[config.mk]
export PLATFORM = sky130hd
export DESIGN_NAME = vending_ctrl
export DESIGN_NICKNAME = d
export VERILOG_FILES = /design/src/rtl/vending_ctrl.sv
export SDC_FILE = /design/constraint.sdc
export NUM_CORES = 1
export LEC_CHECK = 0
export CAP_MARGIN = 20
export CORE_MARGIN = 4
export CORE_UTILIZATION = 50
export DETAILED_ROUTE_END_ITERATION = 8
export PLACE_DENSITY = 0.82
export SLEW_MARGIN = 40
export SYNTH_ARGS = -nofsm -noshare
export SYNTH_HDL_FRONTEND = slang
export SYNTH_SLANG_ARGS = --single-unit
export TNS_END_PERCENT = 10
[constraint.sdc]
create_clock -name clk -period 7.2 [get_ports clk]
set_input_delay 1.8 -clock clk [delete_from_list [all_inputs] [get_ports clk]]
set_output_delay 1.8 -clock clk [all_outputs]
set_load 0.05 [all_outputs]
[src/rtl/vending_ctrl.sv]
`default_nettype none
// ============================================================================
//  Module      : vending_ctrl
//  Description : Coin-operated vending controller. Accumulates coin credit up
//                to a ceiling, dispenses a product when a selection is
//                affordable and in stock, and returns the residual credit as
//                change one cycle after the dispense cycle. Cancel refunds
//                the whole credit. Per-product stock counters are reloaded by
//                restock.
//
//  Ports       : clk          - clock, all state changes on rising edge
//                rst_n        - asynchronous active-low reset
//                coin_valid   - coin present this cycle
//                coin_type    - coin denomination index (0..3)
//                sel_valid    - product selection present this cycle
//                sel          - selected product index
//                cancel       - refund request
//                restock      - reload every stock counter
//                vend_valid   - one-cycle dispense pulse
//                vend_id      - product dispensed (0 when no dispense)
//                change_valid - one-cycle change pulse
//                change_amt   - change value (0 when no change)
//                coin_reject  - one-cycle coin-return pulse
//                sel_deny     - one-cycle selection-refused pulse
//                sold_out     - bit i high when product i has no stock
//                credit       - current credit
//                busy         - high while dispensing or returning change
//
//  Revision    : 1.0 - initial release
// ============================================================================
module vending_ctrl #(
  parameter int                  NPROD      = 4,
  parameter int                  SELW       = 2,
  parameter int                  CW         = 8,
  parameter logic [NPROD*CW-1:0] PRICES     = {8'd20, 8'd15, 8'd10, 8'd5},
  parameter logic [4*CW-1:0]     COIN_VALS  = {8'd50, 8'd20, 8'd10, 8'd5},
  parameter int                  MAX_CREDIT = 50,
  parameter int                  SW         = 3,
  parameter int                  STOCK_INIT = 7
) (
  input  logic             clk,
  input  logic             rst_n,
  input  logic             coin_valid,
  input  logic [1:0]       coin_type,
  input  logic             sel_valid,
  input  logic [SELW-1:0]  sel,
  input  logic             cancel,
  input  logic             restock,
  output logic             vend_valid,
  output logic [SELW-1:0]  vend_id,
  output logic             change_valid,
  output logic [CW-1:0]    change_amt,
  output logic             coin_reject,
  output logic             sel_deny,
  output logic [NPROD-1:0] sold_out,
  output logic [CW-1:0]    credit,
  output logic             busy
);

  // --------------------------------------------------------------------------
  // State encoding and constants
  // --------------------------------------------------------------------------
  localparam logic [1:0] S_IDLE   = 2'd0;
  localparam logic [1:0] S_CREDIT = 2'd1;
  localparam logic [1:0] S_VEND   = 2'd2;
  localparam logic [1:0] S_CHANGE = 2'd3;

  localparam logic [CW:0]      c_max_credit = (CW+1)'(MAX_CREDIT);
  localparam logic [SW-1:0]    c_stock_init = SW'(STOCK_INIT);
  localparam logic [NPROD-1:0] c_sold_init  = {NPROD{(c_stock_init == '0)}};

  // --------------------------------------------------------------------------
  // Registers
  // --------------------------------------------------------------------------
  logic [1:0]                r_state;
  logic [CW-1:0]             r_credit;
  logic [NPROD-1:0][SW-1:0]  r_stock;
  logic                      r_vend_valid;
  logic [SELW-1:0]           r_vend_id;
  logic                      r_change_valid;
  logic [CW-1:0]             r_change_amt;
  logic                      r_coin_reject;
  logic                      r_sel_deny;
  logic [NPROD-1:0]          r_sold_out;
  logic                      r_busy;

  // --------------------------------------------------------------------------
  // Next-state wires
  // --------------------------------------------------------------------------
  logic [1:0]                w_state_nxt;
  logic [CW-1:0]             w_credit_nxt;
  logic [NPROD-1:0][SW-1:0]  w_stock_nxt;
  logic                      w_vend_valid;
  logic [SELW-1:0]           w_vend_id;
  logic                      w_change_valid;
  logic [CW-1:0]             w_change_amt;
  logic                      w_coin_reject;
  logic                      w_sel_deny;
  logic [NPROD-1:0]          w_sold_nxt;

  // Lookups and arithmetic helpers
  logic [CW-1:0]             w_coin_val;
  logic [CW-1:0]             w_price;
  logic [SW-1:0]             w_stock_sel;
  logic                      w_sel_in_range;
  logic [CW:0]               w_sum;
  logic [CW:0]               w_diff;
  logic                      w_coin_fits;
  logic                      w_can_vend;

  // Coin value and product price/stock lookups. Loops against constant
  // indices avoid out-of-range dynamic part-selects when 2**SELW > NPROD.
  always_comb begin
    w_coin_val     = '0;
    w_price        = '0;
    w_stock_sel    = '0;
    w_sel_in_range = 1'b0;
    for (int i = 0; i < 4; i++) begin
      if (coin_type == 2'(i)) begin
        w_coin_val = COIN_VALS[i*CW +: CW];
      end
    end
    for (int i = 0; i < NPROD; i++) begin
      if (sel == SELW'(i)) begin
        w_sel_in_range = 1'b1;
        w_price        = PRICES[i*CW +: CW];
        w_stock_sel    = r_stock[i];
      end
    end
  end

  // One extra bit on sum/difference so a large coin cannot wrap past the
  // ceiling and be mistaken for an acceptable one.
  always_comb begin
    w_sum       = {1'b0, r_credit} + {1'b0, w_coin_val};
    w_diff      = {1'b0, r_credit} - {1'b0, w_price};
    w_coin_fits = (w_sum <= c_max_credit);
    w_can_vend  = w_sel_in_range && (w_stock_sel != '0) &&
                  ({1'b0, r_credit} >= {1'b0, w_price});
  end

  // --------------------------------------------------------------------------
  // Main next-state logic
  // --------------------------------------------------------------------------
  always_comb begin
    w_state_nxt    = r_state;
    w_credit_nxt   = r_credit;
    w_stock_nxt    = r_stock;
    w_vend_valid   = 1'b0;
    w_vend_id      = '0;
    w_change_valid = 1'b0;
    w_change_amt   = '0;
    w_coin_reject  = 1'b0;
    w_sel_deny     = 1'b0;

    case (r_state)
      S_IDLE: begin
        // No credit yet: every selection is refused, coins may be taken.
        w_sel_deny = sel_valid;
        if (coin_valid) begin
          if (w_coin_fits) begin
            w_credit_nxt = w_sum[CW-1:0];
            // A zero-valued coin type must not leave IDLE with zero credit.
            w_state_nxt  = (w_sum != '0) ? S_CREDIT : S_IDLE;
          end else begin
            w_coin_reject = 1'b1;
          end
        end
      end

      S_CREDIT: begin
        // Priority cancel > selection > coin; lower-priority events lose.
        if (cancel) begin
          w_state_nxt   = S_CHANGE;
          w_sel_deny    = sel_valid;
          w_coin_reject = coin_valid;
        end else if (sel_valid) begin
          w_coin_reject = coin_valid;
          if (w_can_vend) begin
            w_state_nxt  = S_VEND;
            w_vend_valid = 1'b1;
            w_vend_id    = sel;
            w_credit_nxt = w_diff[CW-1:0];
            for (int i = 0; i < NPROD; i++) begin
              if (sel == SELW'(i)) begin
                w_stock_nxt[i] = r_stock[i] - SW'(1);
              end
            end
          end else begin
            w_sel_deny = 1'b1;
          end
        end else if (coin_valid) begin
          if (w_coin_fits) begin
            w_credit_nxt = w_sum[CW-1:0];
          end else begin
            w_coin_reject = 1'b1;
          end
        end
      end

      S_VEND: begin
        w_state_nxt   = S_CHANGE;
        w_sel_deny    = sel_valid;
        w_coin_reject = coin_valid;
      end

      S_CHANGE: begin
        // The change pulse is issued on leaving CHANGE, so a reset taken
        // while in CHANGE discards it.
        w_state_nxt    = S_IDLE;
        w_credit_nxt   = '0;
        w_change_valid = (r_credit != '0);
        w_change_amt   = r_credit;
        w_sel_deny     = sel_valid;
        w_coin_reject  = coin_valid;
      end

      default: begin
        w_state_nxt  = S_IDLE;
        w_credit_nxt = '0;
      end
    endcase

    // Restock wins over a same-cycle dispense decrement.
    if (restock) begin
      w_stock_nxt = {NPROD{c_stock_init}};
    end
  end

  always_comb begin
    w_sold_nxt = '0;
    for (int i = 0; i < NPROD; i++) begin
      w_sold_nxt[i] = (w_stock_nxt[i] == '0);
    end
  end

  // --------------------------------------------------------------------------
  // Sequential state
  // --------------------------------------------------------------------------
  always_ff @(posedge clk or negedge rst_n) begin
    if (!rst_n) begin
      r_state        <= S_IDLE;
      r_credit       <= '0;
      r_stock        <= {NPROD{c_stock_init}};
      r_vend_valid   <= 1'b0;
      r_vend_id      <= '0;
      r_change_valid <= 1'b0;
      r_change_amt   <= '0;
      r_coin_reject  <= 1'b0;
      r_sel_deny     <= 1'b0;
      r_sold_out     <= c_sold_init;
      r_busy         <= 1'b0;
    end else begin
      r_state        <= w_state_nxt;
      r_credit       <= w_credit_nxt;
      r_stock        <= w_stock_nxt;
      r_vend_valid   <= w_vend_valid;
      r_vend_id      <= w_vend_id;
      r_change_valid <= w_change_valid;
      r_change_amt   <= w_change_amt;
      r_coin_reject  <= w_coin_reject;
      r_sel_deny     <= w_sel_deny;
      r_sold_out     <= w_sold_nxt;
      r_busy         <= (w_state_nxt == S_VEND) || (w_state_nxt == S_CHANGE);
    end
  end

  // --------------------------------------------------------------------------
  // Outputs (all driven straight from flops)
  // --------------------------------------------------------------------------
  assign vend_valid   = r_vend_valid;
  assign vend_id      = r_vend_id;
  assign change_valid = r_change_valid;
  assign change_amt   = r_change_amt;
  assign coin_reject  = r_coin_reject;
  assign sel_deny     = r_sel_deny;
  assign sold_out     = r_sold_out;
  assign credit       = r_credit;
  assign busy         = r_busy;

endmodule
`default_nettype wire
* Yosys cells after proc, flatten, opt, wreduce, memory -nomap -nowiden
Cells that the tools add are included.
Word-level totals: memories kept 0, bits in read-only memories 0, input port bits 10, latch bits 0, memory bits (writable) 0, output and inout bits 27, bits in registers 41
Operators by class: bitwise operators 0, divide/modulo/power cells 0, add/subtract/negate cells 6, multipliers 0, shift-type cells 0, reductions and logical operators 17, order comparisons 2, equality and inequality tests 13, multiplexer cells 57
Operator list (number):
- 8-bit 2-to-1 mux | 11
- 12-bit 2-to-1 mux | 5
- 3-bit 2-to-1 mux | 10
- 8-bit one-hot mux with 3 select lines | 1
- 2-bit 2-to-1 mux | 9
- 1-bit 2-to-1 mux | 17
- 2-bit == test (second input constant) | 8
- 3-bit logical NOT | 4
- 3-bit by 1-bit subtractor with 3-bit output (second input constant) | 4
- 8-bit by 8-bit adder with 9-bit output | 1
- 9-bit by 6-bit <= comparator with 1-bit output (second input constant) | 1
- 9-bit nonzero test | 1
- 8-bit greater-or-equal comparator | 1
- 2-bit one-hot mux with 4 select lines | 1
- 8-bit nonzero test | 1
- 8-bit subtractor | 1
- 2-bit by 1-bit == test with 1-bit output (second input constant) | 3
- 2-bit logical NOT | 3
- 3-bit nonzero test | 2
- 4-bit 2-to-1 mux | 1
- 3-bit != test (second input constant) | 1
- 1-bit one-hot mux with 3 select lines | 1
- 3-bit AND reduction | 1
- 3-bit OR reduction | 1
- other kinds (5) | 6

* Depth between registers and ports, before layout
Gate-level depths: netlist (run 1).
depth in word-level cells 14, depth in mapped cells 12

* Worst setup path after synthesis (run 1)
No wires, ideal clock.
kind input-to-reg, start input coin_type[0], end register r_credit[3], in the netlist credit[3], data required time 7.076 ns, path slack 3.135 ns, arrival time 3.941 ns, buffers on the path 1, cell stages on the path 12, cell sequence nor2_1 ha_1 inv_1 fa_1 nand2b_1 a211oi_1 nor4b_1 a211o_1 and3_1 buf_4 a22oi_1 o2bb2ai_1
On the way: cells in the longest elaborated chain, start to end 12, elaborated cells between the ends (all ways) 15, those cells by class add/sub: 1; order compare: 1; eq/ne: 3; mux: 9; reduce/logical: 1
Ends and longest elaborated chain:
- start, declared | RTL line 44 | input logic [1:0] coin_type,
- 2-bit logical NOT | RTL line 119 | if (coin_type == 2'(i)) begin
- 3-bit 2-to-1 mux | RTL line 119
- 4-bit 2-to-1 mux | RTL line 119
- 8-bit 2-to-1 mux | RTL line 119
- 8-bit 2-to-1 mux * | RTL line 119
- 8-bit by 8-bit adder with 9-bit output * | RTL line 135 | w_sum = {1'b0, r_credit} + {1'b0, w_coin_val};
- 9-bit by 6-bit <= comparator with 1-bit output | RTL line 137 | w_coin_fits = (w_sum <= c_max_credit);
- 8-bit 2-to-1 mux * | RTL line 161, 193
- 8-bit 2-to-1 mux * | RTL line 160 | if (coin_valid) begin
- 8-bit 2-to-1 mux | RTL line 177 | end else if (sel_valid) begin
- 8-bit 2-to-1 mux | RTL line 173 | if (cancel) begin
- 8-bit one-hot mux with 3 select lines * | RTL line 156 | case (r_state)
- end signal, assigned | RTL line 255 | r_credit <= w_credit_nxt;
- end, declared | RTL line 76 | logic [CW-1:0] r_credit;
Every way passes the cells marked *; elsewhere a longest branch is shown, timed or not. The select of a mux whose other input is x is not followed. A chain may end at the register's enable or synchronous reset.

* Final worst setup path (run 1)
start input sel[0], end register r_sold_out[1], in the netlist sold_out[1]
On the way: cells in the longest elaborated chain, start to end 14, elaborated cells between the ends (all ways) 27, those cells by class order compare: 1; eq/ne: 3; mux: 18; reduce/logical: 5
Ends and longest elaborated chain:
- start, declared | RTL line 46 | input logic [SELW-1:0] sel,
- branches (longest 8 deep; another with 8-bit greater-or-equal comparator)
- 12-bit 2-to-1 mux * | RTL line 179 | if (w_can_vend) begin
- 12-bit 2-to-1 mux * | RTL line 177
- 12-bit 2-to-1 mux * | RTL line 173
- 12-bit 2-to-1 mux * | RTL line 156
- 12-bit 2-to-1 mux * | RTL line 225 | if (restock) begin
- 3-bit logical NOT * | RTL line 233 | w_sold_nxt[i] = (w_stock_nxt[i] == '0);
- via w_sold_nxt[1] | RTL line 99 | logic [NPROD-1:0] w_sold_nxt;
- end signal, assigned | RTL line 251 | r_sold_out <= c_sold_init;
- end signal, assigned | RTL line 263 | r_sold_out <= w_sold_nxt;
- end, declared | RTL line 84 | logic [NPROD-1:0] r_sold_out;
Mark *: on every way through the listed nets, which the timed path passes.

==> flow_summary_export.csv, run 1 <==
group,metric,value,unit
status,status,"completed",
global_route,antenna_found_initial,0,
layout,fillers,452,
floorplanning,die_x,80.23,um
clocking,cts_buffers,5,
power_and_ir_drop,pwr_density_cell,359.6,nW/um^2
sta,worst_pin_slew,729.3,ps
sta,finalHoldViolCount,0,
placed_design,port_buffers,36,
global_route,grt_use_total,20.19,%
layout,insertedDiodeCount,0,
global_route,grt_first_pass_wirelength,10.14,mm
synth,synth.top_cell.area_share,26.86,%
floorplanning,rows,26,
sta,rsz0062_at_grt,"no",
synth,ys_async_sr_fraction,100.0,%
sta,slew_violations,0,
drt,viasPerCell,5.735,
synth,ys_seq_area_share,38.94,%
placed_design,dp.cells,380,
global_route,grt_max_degree,41,
power_and_ir_drop,ir_worst_vdd,0.2340,mV
synth,synth_most_common_cell,"dfrtp_1",
critical_path,worstPathRequired,7420,ps
critical_path,worst-path-buf-inv,3,
power_and_ir_drop,p_sw_share,45.92,%
critical_path,cp.arrival,5100,ps
clocking,cts_setup_buffers,0,
synth,ys_types,53,
clocking,cts_buffer_depth,2,
critical_path,cp_slowest_cell,"clkdlybuf4s50_1",
sta,post-route-period-util,67.76,%
clocking,clk_pin_slew,80,ps
floorplanning,ios,37,
clocking,htree_levels,2,
global_route,grt_pass1_vias,2284,
drt,antenna_left,0,
global_route,grt-ovfl-total,0,
critical_path,critPathCaptureType,"flop",
sta,holdWs,517.2,ps
power_and_ir_drop,seq_power_share,28.7,%
floorplanning,start_util,51.41,%
power_and_ir_drop,internal-power,0.0006117,W
critical_path,start_kind,"input port",
drt,drt_wl_total,6.018,mm
critical_path,r2r_slack,4190,ps
drt,vias,2225,
drt,drt_iter0_drc,65,
clocking,cts-resized-gates,0,
sta,slew_headroom,51.02,%
clocking,cts-root-buf,"clkbuf_8",
layout,layout.cells.non_filler,388,
critical_path,cp_top_family,"simple AND/OR/NAND/NOR gates",
power_and_ir_drop,p_leak,1.407,nW
power_and_ir_drop,p_switching,0.0005194,W
sta,max_freq,205.0,MHz
synth,syn_inst,282,
power_and_ir_drop,pwr-share-comb,53.5,%
synth,ys_ff_latch,40,
clocking,clkLatencyLatePin,300,ps
sta,finalClockSkew,13.22,ps
placed_design,gp_congestion,0.9000,
floorplanning,core,5075,sq um
clocking,cts_tree,"built",
sta,min_period,4879,ps
drt,drc_errors,0,
critical_path,worstSetupPathType,"input port to flop",
min_path,min_path_type,"flop to flop",
floorplanning,die_y,80.23,um
sta,setup-tns-final,0,ps
clocking,clock-sinks,40,
synth,synth_top_cells_by_area,"dfrtp_1, dfstp_2, ha_1",
drt,routedWlPerCell,15.51,um
layout,nets,350,
synth,yosysWarnings,0,
job,drv_cap,0,
clocking,cts_hold_buf,0,
critical_path,path_cells,"clkdlybuf4s50_1, inv_1, ha_1, inv_1, ha_1, o21ai_0, o21a_1, and3_4, nor4_4, nand2_1, or3_1, a21oi_1",
synth,postSynthAreaPerCell,9.251,sq um
layout,drive_gt1_share,8.491,%
placed_design,dp_hpwl,4.443,mm
synth,ys.flop_type,"dfrtp_1",
drt,firstDrtPassIters,4,
critical_path,cp_max_fo,16,
sta,setup_violations,0,
synth,syn_area,2609,sq um
power_and_ir_drop,p_clk_share,17.7,%
synth,synth_largest_area_cell,"dfrtp_1",
layout,area_delta_synth_final,20.58,%
critical_path,slowest_delay,550,ps
floorplanning,die_area,6437,sq um
synth,synth-edff-count,0,
synth,synth_common_cells,"dfrtp_1, nand2_1, inv_1",
synth,syn-num-nets,315,
## layer usage
metal	track usage [%]	part of all wire, %	up-vias
met1	23.48	42	1072
met5	0	0	-
met3	4.148	4.7	13
li1	-	-	1078
met4	9.628	2.8	0
met2	35.18	51	62
## flip-flops by register name, summed over array words and instances, names as in the netlist, named ones only
signal and count:
sold_out 4, change_valid 1, credit 8, r_stock 12
coin_reject 1, change_amt 8, sel_deny 1, vend_id 2
vend_valid 1
## power groups by stage
stage / clock [W] / sequential, W / combinational [W]
final: 0.000200 / 0.000325 / 0.000606
after global routing: 0.000217 / 0.000332 / 0.000656
after CTS: 0.000204 / 0.000324 / 0.000602
after detailed placement: 0 / 0.000328 / 0.000598
after global placement: 0 / 0.000328 / 0.000584
after floorplan: 0 / 0.000401 / 0.000364
## cell type report
cell class | instances | area [sq um] | share of cell area, %
flip-flops and latches | 40 | 1016 | 32.30
clock inverters | 1 | 30.03 | 0.9547
repair buffers | 36 | 357.8 | 11.38
inverters | 23 | 86.33 | 2.745
multi-input cells | 211 | 1471 | 46.78
clock buffers | 7 | 96.34 | 3.063
well taps | 70 | 87.58 | 2.784
## placed cells by master, fill, tap and decap left out, types with 6 or more instances in the layout
master           count
a21oi_1             13
ha_1                21
clkbuf_8             7
and3_1               7
nor2_1              22
dfstp_2             12
xnor2_1              7
o2bb2ai_1            6
dfrtp_1             28
nand3_1              6
o21ai_0             12
clkdlybuf4s50_1     35
a31oi_1              6
inv_1               23
nand2_1             25
xor2_1               9
## final timing paths
kind / start / to / cells past startpoint
hold / removal: r_stock[7] / r_stock[7] / 2
setup / recovery: sel[0] / sold_out[1] / 12
setup reg to reg: credit[0] / sold_out[1] / 11
min in group asynchronous: rst_n / coin_reject / 1
max in group asynchronous: rst_n / r_stock[2] / 1
hold reg to reg: r_stock[7] / r_stock[7] / 2
## per-stage QoR
stage               utilization [%]  setup WS (ps)  power [W]  cell area (sq um)
finish                        61.98           2321   0.001131               3146
global route                  61.98           2070   0.001204               3146
CTS                           61.98           2287   0.001131               3146
detailed placement            59.49           2003  0.0009260               3019
global placement              59.44           2130  0.0009121               3017
floorplan                         -           3135  0.0007645               2609
## logic make-up (layout without fill, tap and decap cells)
group,Yosys count,in the layout,synth area share [%]
multiplexers,1,1,0.3837
buffers and inverters,31,67,4.652
XOR/XNOR,16,16,5.372
AND/OR/NAND/NOR,98,98,20.10
adder cells (fa/ha/maj),23,23,11.61
AO/OA/AOI/OAI,73,73,18.94
flip-flops,40,40,38.94
## worst reg2reg max path: stages, from the launching register on
cell      delay, ps
dfrtp_1         400
inv_1           100
ha_1            190
inv_1            80
fa_1            210
a211oi_1        110
o21a_1          230
and3_4          200
nor4_4          550
nand2_1         290
or3_1           430
a21oi_1         140
Note: power is estimated with default switching activity, not from simulation.
==> run 2: changes to the inputs <==
--- a/config.mk
+++ b/config.mk
@@ -7,9 +7,9 @@
 export LEC_CHECK = 0
 export CAP_MARGIN = 20
 export CORE_MARGIN = 4
-export CORE_UTILIZATION = 50
+export CORE_UTILIZATION = 49
 export DETAILED_ROUTE_END_ITERATION = 8
-export PLACE_DENSITY = 0.82
+export PLACE_DENSITY = 0.84
 export SLEW_MARGIN = 40
 export SYNTH_ARGS = -nofsm -noshare
 export SYNTH_HDL_FRONTEND = slang
==> constraint.sdc (replaced) <==
create_clock -name clk -period 4.3 [get_ports clk]
set_input_delay 1.075 -clock clk [delete_from_list [all_inputs] [get_ports clk]]
set_output_delay 1.075 -clock clk [all_outputs]
set_load 0.05 [all_outputs]
==> run 2 against run 1 <==
Effect of this change:
- sequential share of layout area grew 0.30 points
- non-clock buffer count grew 1
- first-iteration DRC count grew 140%
- register-to-register slack lost 2800 ps
- final cell count grew 0.26%
- worst hold slack lost 0.80 ps
- utilization shrank 1.3 points
- clock skew shrank 5.9 ps
- global-route usage shrank 0.58 points
- die area grew 1.8%
- via count grew 0.31%
- wire length shrank 1.4%
- largest cell class unchanged
- highest routed layer unchanged
==> flow_summary_export.csv, run 2 (synthesis gave the netlist of run 1 again) <==
group,metric,value,unit
placed_design,dp_hpwl,4.466,mm
drt,drt_wl_total,5.935,mm
sta,rsz0062_at_grt,"no",
floorplanning,core,5140,sq um
clocking,cts_tree,"built",
sta,post-route-period-util,92.99,%
sta,finalHoldViolCount,0,
critical_path,crit_top_cell,"inv_1",
layout,largest_reg_flops,12,
clocking,cts_buffers,5,
critical_path,cp.arrival,4160,ps
critical_path,worst-path-buf-inv,4,
sta,min_period,3999,ps
sta,slew_headroom,59.68,%
floorplanning,die_area,6555,sq um
drt,firstDrtPassIters,4,
global_route,grt-ovfl-total,0,
global_route,grt_first_pass_wirelength,9.998,mm
layout,drive_gt1_share,8.150,%
status,status,"completed",
sta,slew_violations,0,
min_path,whs_endpoint,"r_stock[7]",
layout,area_delta_synth_final,19.47,%
clocking,cts_hold_buf,0,
critical_path,worstPathRequired,4460,ps
layout,fin_area,3117,sq um
floorplanning,die_y,80.97,um
floorplanning,rows,26,
global_route,grt_use_total,19.61,%
layout,largest-register,"r_stock",
placed_design,port_buffers,36,
min_path,hold_start,"r_stock[7]",
critical_path,r2r_slack,1410,ps
drt,antenna_left,0,
layout,insertedDiodeCount,0,
global_route,grt_pass1_vias,2151,
critical_path,ff2ff_path_depth,10,
critical_path,rr_startpoint,"credit[0]",
drt,drc_errors,0,
critical_path,slowest_delay,590,ps
floorplanning,die_x,80.97,um
clocking,cts_buffer_depth,2,
global_route,antenna_found_initial,0,
drt,routedWlPerCell,15.26,um
critical_path,cp_max_fo,16,
layout,final_common_cell,"clkdlybuf4s50_1",
critical_path,cp_slowest_cell,"clkdlybuf4s50_1",
clocking,clkLatencyLatePin,290,ps
min_path,min_path_type,"flop to flop",
power_and_ir_drop,ir_worst_vdd,0.4022,mV
power_and_ir_drop,pwr_density_cell,582.3,nW/um^2
placed_design,dpl-instance-area,3027,sq um
drt,drt_iter0_drc,157,
clocking,cts-resized-gates,0,
placed_design,gp_congestion,0.9481,
critical_path,cp_top_family,"buffers and inverters",
clocking,cts-root-buf,"clkbuf_8",
clocking,cts_setup_buffers,0,
clocking,htree_levels,2,
power_and_ir_drop,p_leak,1.394,nW
global_route,grt_max_degree,41,
critical_path,critPathLaunch,"sel[0]",
critical_path,start_kind,"input port",
sta,finalClockSkew,7.311,ps
layout,final_cell_mix,"clkdlybuf4s50_1, dfrtp_1, nand2_1",
job,drv_cap,0,
sta,setup_violations,0,
critical_path,path_cells,"clkdlybuf4s50_1, inv_1, ha_1, inv_1, fa_1, a211oi_1, o21a_1, and3_4, nor4_4, buf_4, and4_1, o21ai_0, nor3_1",
sta,worst_pin_slew,600.2,ps
clocking,clk_pin_slew,70,ps
critical_path,worst_r2r_endpoint,"credit[5]",
floorplanning,ios,37,
drt,viasPerCell,5.738,
sta,setup-tns-final,0,ps
floorplanning,start_util,50.75,%
clocking,clock-sinks,40,
layout,nets,351,
critical_path,critPathCaptureType,"flop",
drt,vias,2232,
sta,max_freq,250.1,MHz
min_path,hold_depth,2,
critical_path,worstSetupPathType,"input port to flop",
[run 2: cell types whose count changed in the layout (fill, tap and decap cells not counted)]
cell       change
clkbuf_1       +2
clkbuf_8       -1
bufinv_16      -1
buf_4          +1
[run 2: how the worst max path moves through the flow]
stage | endpoint | slack (ps) | depth (start not counted)
3_3_place_gp | sold_out[0] | 220 | 13
4_1_cts | sold_out[0] | 330 | 13
3_5_place_dp | sold_out[0] | 30 | 13
2_1_floorplan | credit[3] | 960 | 12
5_1_grt | sold_out[0] | 100 | 13
6_report | sold_out[0] | 300 | 13
[run 2: metrics by stage]
stage | power (W) | setup WS (ps) | std cells | utilization [%] | hold slack, ps
after floorplan | 0.001280 | 960.2 | 282 | - | 483.9
after global placement | 0.001533 | 223.7 | 381 | 58.84 | 494.7
after detailed placement | 0.001554 | 33.31 | 381 | 58.89 | 507.0
after CTS | 0.001811 | 326.1 | 389 | 60.64 | 517.9
after global routing | 0.001936 | 99.02 | 389 | 60.64 | 555.3
final | 0.001815 | 301.4 | 389 | 60.64 | 516.4
[run 2: report_power, final]
part	total [W]	internal, W	switching, W	leakage (nW)
clock network	0.000250	0.000131	0.000120	0.0455
logic	0.00102	0.000384	0.000634	0.845
registers	0.000546	0.000437	0.000109	0.503
total	0.00181	0.000952	0.000863	1.39
[run 2: cell type report]
type                       count  area, sq um
sequential                    40         1016
timing repair buffer          37        365.4
tap                           70        87.58
inverter                      23        86.33
multi-input combinational    211         1471
clock buffer                   8        90.09
fill                         459         2023
[run 2: per-layer routing]
layer | wire [um] | global-route usage, %
met1 | 2645 | 25.49
met2 | 2794 | 32.43
met3 | 398 | 4.102
met4 | 96 | 6.588
met5 | 0 | 0
[run 2: worst register-to-register path: stages, from the launching register on]
cell,delay [ps]
dfrtp_1,400
ha_1,230
inv_1,70
fa_1,390
nand2b_1,180
a211oi_1,300
nor4b_1,90
a211o_1,340
and3_1,350
o31ai_1,310
a22o_1,180
==> run 3: changes to the inputs <==
--- a/config.mk
+++ b/config.mk
@@ -10,6 +10,7 @@
 export CORE_UTILIZATION = 49
 export DETAILED_ROUTE_END_ITERATION = 8
 export PLACE_DENSITY = 0.84
+export SKIP_LAST_GASP = 1
 export SLEW_MARGIN = 40
 export SYNTH_ARGS = -nofsm -noshare
 export SYNTH_HDL_FRONTEND = slang
==> results of run 3 <==
Final layout, timing and power as in run 2 (identical DEF).
